## src/rtl/imem_refill_unit_pkg.sv

```systemverilog
// Shared constants and state type for the instruction-memory line refill unit.
package imem_refill_unit_pkg;

    localparam int LINE_WORDS_DEFAULT = 4;
    localparam int ADDR_W_DEFAULT     = 32;
    localparam int WORD_W_DEFAULT     = 32;

    typedef enum logic [1:0] {
        IDLE,
        REQ,
        WAIT,
        DONE
    } refill_state_t;

endpackage

```

## src/rtl/imem_refill_unit.sv

```systemverilog
// Refills one I-cache line from instruction RAM, one word per request/response
// handshake, handing each word to the fetch unit as a single-cycle pulse.
module imem_refill_unit
    import imem_refill_unit_pkg::*;
#(
    parameter int LINE_WORDS = LINE_WORDS_DEFAULT,
    parameter int ADDR_W     = ADDR_W_DEFAULT,
    parameter int WORD_W     = WORD_W_DEFAULT
) (
    input  logic              clk,
    input  logic              nrst,
    input  logic              miss_cache,
    input  logic [ADDR_W-1:0] ram_address,
    output logic [WORD_W-1:0] mem_word,
    output logic              word_ready,
    output logic              mem_req,
    output logic [ADDR_W-1:0] mem_addr,
    input  logic              mem_gnt,
    input  logic              mem_rvalid,
    input  logic [WORD_W-1:0] mem_rdata,
    output logic              busy
);

    localparam int BEAT_W = $clog2(LINE_WORDS);
    localparam logic [BEAT_W-1:0] LAST_BEAT = BEAT_W'(LINE_WORDS - 1);
    localparam logic [ADDR_W-1:0] OFFS_MASK = ADDR_W'(LINE_WORDS * 4 - 1);

    refill_state_t     state_q, state_d;
    logic [BEAT_W-1:0] beat_q, beat_d;
    logic [ADDR_W-1:0] base_q, base_d;
    logic [WORD_W-1:0] word_q, word_d;
    logic              ready_q, ready_d;
    logic              abort_q, abort_d;

    always_ff @(posedge clk or negedge nrst) begin
        if (!nrst) begin
            state_q <= IDLE;
            beat_q  <= '0;
            base_q  <= '0;
            word_q  <= '0;
            ready_q <= 1'b0;
            abort_q <= 1'b0;
        end else begin
            state_q <= state_d;
            beat_q  <= beat_d;
            base_q  <= base_d;
            word_q  <= word_d;
            ready_q <= ready_d;
            abort_q <= abort_d;
        end
    end

    always_comb begin
        state_d = state_q;
        beat_d  = beat_q;
        base_d  = base_q;
        word_d  = word_q;
        ready_d = 1'b0;
        abort_d = abort_q;

        unique case (state_q)
            IDLE: begin
                abort_d = 1'b0;
                if (miss_cache) begin
                    base_d  = ram_address & ~OFFS_MASK;
                    beat_d  = '0;
                    state_d = REQ;
                end
            end
            REQ: begin
                if (!miss_cache) begin
                    state_d = IDLE;
                end else if (mem_gnt) begin
                    state_d = WAIT;
                end
            end
            WAIT: begin
                // An abandoned miss still owes the RAM its response; swallow it here.
                if (mem_rvalid) begin
                    abort_d = 1'b0;
                    if (!miss_cache || abort_q) begin
                        state_d = IDLE;
                    end else begin
                        word_d  = mem_rdata;
                        ready_d = 1'b1;
                        if (beat_q == LAST_BEAT) begin
                            state_d = DONE;
                        end else begin
                            beat_d  = beat_q + 1'b1;
                            state_d = REQ;
                        end
                    end
                end else if (!miss_cache) begin
                    abort_d = 1'b1;
                end
            end
            DONE: begin
                if (!miss_cache) begin
                    state_d = IDLE;
                end
            end
            default: begin
                state_d = IDLE;
            end
        endcase
    end

    assign mem_req    = (state_q == REQ) && miss_cache;
    assign mem_addr   = base_q + ADDR_W'({beat_q, 2'b00});
    assign mem_word   = word_q;
    assign word_ready = ready_q;
    assign busy       = (state_q != IDLE);

endmodule
```

## config.mk

```make
export PLATFORM = sky130hd
export DESIGN_NAME = imem_refill_unit
export DESIGN_NICKNAME = d
export VERILOG_FILES = /design/src/rtl/imem_refill_unit_pkg.sv /design/src/rtl/imem_refill_unit.sv
export SDC_FILE = /design/constraint.sdc
export NUM_CORES = 1
export LEC_CHECK = 0
export CAP_MARGIN = 20
export CELL_PAD_IN_SITES_DETAIL_PLACEMENT = 1
export CELL_PAD_IN_SITES_GLOBAL_PLACEMENT = 1
export CORE_UTILIZATION = 32
export CTS_CLUSTER_SIZE = 28
export DETAILED_ROUTE_END_ITERATION = 7
export PLACE_DENSITY = 0.87
export SYNTH_ARGS = -nofsm -noshare
export SYNTH_HDL_FRONTEND = slang
export SYNTH_SLANG_ARGS = --single-unit
```

## constraint.sdc

```tcl
create_clock -name clk -period 2.36 [get_ports clk]
set_input_delay 0.236 -clock clk [delete_from_list [all_inputs] [get_ports clk]]
set_output_delay 0.236 -clock clk [all_outputs]
set_load 0.05 [all_outputs]
```

==> reports/results.tsv <==
stage	metric	value	unit
power	Pleak	1.92	nW
timing	Final Hold Viols	0	
clock_network	Clock Tree Buf Depth	2	
critical_path	Reg2Reg Capture Point	base_q[5]$_DFFE_PN0P_	
route	WL per Instance	16.4	um
critical_path	reg2reg start	state_q[1]$_DFFE_PN0P_	
hold_path	HP Class	in -> async	
yosys	Cells after Synth	168	
grt	initial antenna violation count	0	
yosys	Cell variety after synth	28	
clock_network	Root Buffer	clkbuf_8	
die	Initial Util	33.4	%
place	port bufs	129	
grt	largest net degree at the start of global routing	44	
route	Detailed Route Iter0 Violations	35	
grt	vias in the first global route	2071	
clock_network	Resized cells post-CTS	0	
critical_path	Critical Path Start	state_q[1]$_DFFE_PN0P_	
critical_path	r2r worst-path depth	4	
die	Die Height	95.1	um
critical_path	Worst EP arrival	1.94	ns
critical_path	Critical Path RT	2.12	ns
yosys	post-synthesis sequential area ratio	59.6	%
route	via/cell ratio	4.60	
timing	fin. max-slew vios	0	
yosys	Cell Area, Synth	2770	um^2
route	vias	1890	
critical_path	WP buf/inv	1	
power	Seq pwr share	31.9	%
status	status	completed	
timing	Fmax achieved	460	MHz
clock_network	# clock sinks	66	
critical_path	Crit. End Element	output pin	
critical_path	critical path depth	2	
power	Combinational Power Share	51.8	%
power	PwrDens	1250	nW/um^2
clock_network	clk slew on worst S/H paths	0.07	ns
place	Post-DP Area	4110	um^2
finish	area delta synth->final	54.9	%
grt	Tot GR Track Use	15.9	%
critical_path	cell family with most CP delay	buffers and inverters	
finish	commonest non-fill, non-tap cell in the layout	clkdlybuf4s50_1	
timing	Slew headroom	62.0	%
die	Die Wd	95.1	um
yosys	#FFs+latches synth	66	
grt	first-pass GRT wire length	10.6	mm
die	die area	9040	um^2
run	max cap viols	0	
finish	share of layout cells above drive strength 1	27.1	%
timing	Fin Setup TNS	0	ns
clock_network	CTS tree	yes	
route	DRT Pass-1 Iters	2	
timing	fin crit period	2.17	ns
timing	final setup violation count	0	
power	P_sw	2.28	mW
clock_network	H-tree levels	3	
die	row count	33	
clock_network	TritonCTS buffer count	9	
critical_path	worst-path maximum fanout	10	
critical_path	timing endpoint of the critical path	busy	
yosys	Syn Area/Cell	16.5	um^2
timing	fin crit share	92.1	%
critical_path	WS Path Type	reg -> out	
timing	RSZ-0062 raised after global routing	false	
power	Clk pwr share	16.3	%
clock_network	insertion delay to the later sink of the worst-skew pair	0.33	ns
die	num ports	136	
route	final WL	6.73	mm
power	Sw Share	42.7	%
power	P_int	3.07	mW
power	maximum vdd drop	0.000357	V
timing	worst slew pin tran	0.570	ns
grt	GRT overflow	0	
critical_path	Slowest-stage cell, CP	clkdlybuf4s50_1	
critical_path	Critical Path Start Type	register	
critical_path	crit-path cells	or2_2, clkdlybuf4s50_1	
finish	Final Net Count	373	
route	DRC	0	
critical_path	Reg2Reg Setup Slack	0.53	ns
timing	Clock Skews	0.00821	ns
critical_path	CP max stage delay	0.71	ns
die	Core Region	8300	um^2
route	Final ANT Viol Nets	0	
finish	Finished Cell Area	4290	um^2
finish	Ant. Diodes	0	
place	routability congestion estimate from global placement	0.693	
yosys	Syn. warnings	0	
finish	most frequent cells in the layout	clkdlybuf4s50_1, dfrtp_1, mux2_2	
place	HPWL after detailed placement	5.06	mm
## metal layers
metal | vias up | share of wire (%) | global-route usage, %
met3 | 7 | 5.2 | 5.90
met5 | - | 0 | 0
met1 | 974 | 39 | 17.5
met2 | 59 | 55 | 28.2
met4 | 0 | 0.71 | 4.92
li1 | 850 | - | -
## stage by stage
stage / hold slack (ns) / util, % / total power [mW] / setup WS [ns] / cells
6_report: 0.434 / 51.7 / 5.35 / 0.187 / 411
5_1_grt: 0.467 / 51.7 / 5.60 / 0.131 / 411
4_1_cts: 0.430 / 51.7 / 5.42 / 0.167 / 411
3_5_place_dp: 0.269 / 49.5 / 4.52 / 0.225 / 396
3_3_place_gp: 0.270 / 49.5 / 4.45 / 0.257 / 396
2_1_floorplan: -0.0596 / - / 3.53 / 0.469 / 169
## power groups by stage
| stage | registers (mW) | logic, mW | clock network, mW |
|---|---|---|---|
| floorplan | 2.98 | 0.548 | 0 |
| global placement | 1.70 | 2.75 | 0 |
| detailed placement | 1.73 | 2.79 | 0 |
| CTS | 1.71 | 2.80 | 0.911 |
| global route | 1.75 | 2.88 | 0.968 |
| finish | 1.71 | 2.77 | 0.872 |
## worst reg2reg max path, delay by kind of cell, from the launching register on
| family | cells | cell delay, ns |
|---|---|---|
| mux | 1 | 0.40 |
| simple gates | 2 | 0.47 |
| flops | 1 | 0.51 |
| buf+inv | 1 | 0.33 |
## area by class of cell
type | count | area [um^2]
well taps | 105 | 131
clock inverters | 4 | 45.0
inverters | 2 | 7.51
flip-flops and latches | 66 | 1650
multi-input cells | 91 | 990
fillers | 832 | 4010
clock buffers | 10 | 128
repair buffers | 133 | 1340
## sequential cells by signal, indices dropped and copies added, names as in the netlist
signal,count
mem_word,32
base_q,28
beat_q,2
state_q,2
abort_q,1
word_ready,1
## synth_stat cells
cell       n  area [um^2]
nand3_1    5         25.0
mux2_1     1         11.3
nand4_1    1         6.26
inv_1      1         3.75
nor3b_1    2         15.0
or3b_2     1         8.76
nand2b_1   1         6.26
buf_6      4         45.0
o211ai_1   2         15.0
nor2_4     1         11.3
or2_2      1         6.26
nand2_1    3         11.3
dfrtp_1   66         1650
or3b_1     1         8.76
nand4b_1   1         8.76
o22a_1     1         8.76
conb_1     1         3.75
o22ai_1    1         6.26
nand2b_4   1         13.8
mux2_4    29          435
inv_2      1         3.75
nor2b_1    3         18.8
buf_12     3         60.1
mux2_2    30          338
nor2_1     2         7.51
buf_4      3         22.5
and2b_1    1         7.51
ha_1       1         12.5
## worst min-delay path by stage
stage | slack, ns | endpoint | start | cells past startpoint
CTS | 0.43 | base_q[21]$_DFFE_PN0P_ | nrst | 2
global route | 0.47 | base_q[19]$_DFFE_PN0P_ | nrst | 2
global placement | 0.27 | base_q[19]$_DFFE_PN0P_ | nrst | 1
floorplan | -0.06 | abort_q$_DFFE_PN0P_ | nrst | 0
finish | 0.43 | base_q[19]$_DFFE_PN0P_ | nrst | 2
detailed placement | 0.27 | base_q[21]$_DFFE_PN0P_ | nrst | 1
## logic make-up after synthesis
| kind of cell | after synthesis | synth area share, % |
|---|---|---|
| AO/OA/AOI/OAI | 4 | 1.08 |
| adder cells (fa/ha/maj) | 1 | 0.451 |
| buffers and inverters | 12 | 4.87 |
| flip-flops | 66 | 59.6 |
| multiplexers | 60 | 28.3 |
| other | 1 | 0.135 |
| AND/OR/NAND/NOR | 24 | 5.60 |
## timing repair
action | CTS | global route
endpoints found under the hold margin | 23 | 0
hold buffers | 1 | 0
setup endpoints to repair | 0 | 0
setup buffers | 0 | 0
Power figures use the tool's default switching activity.
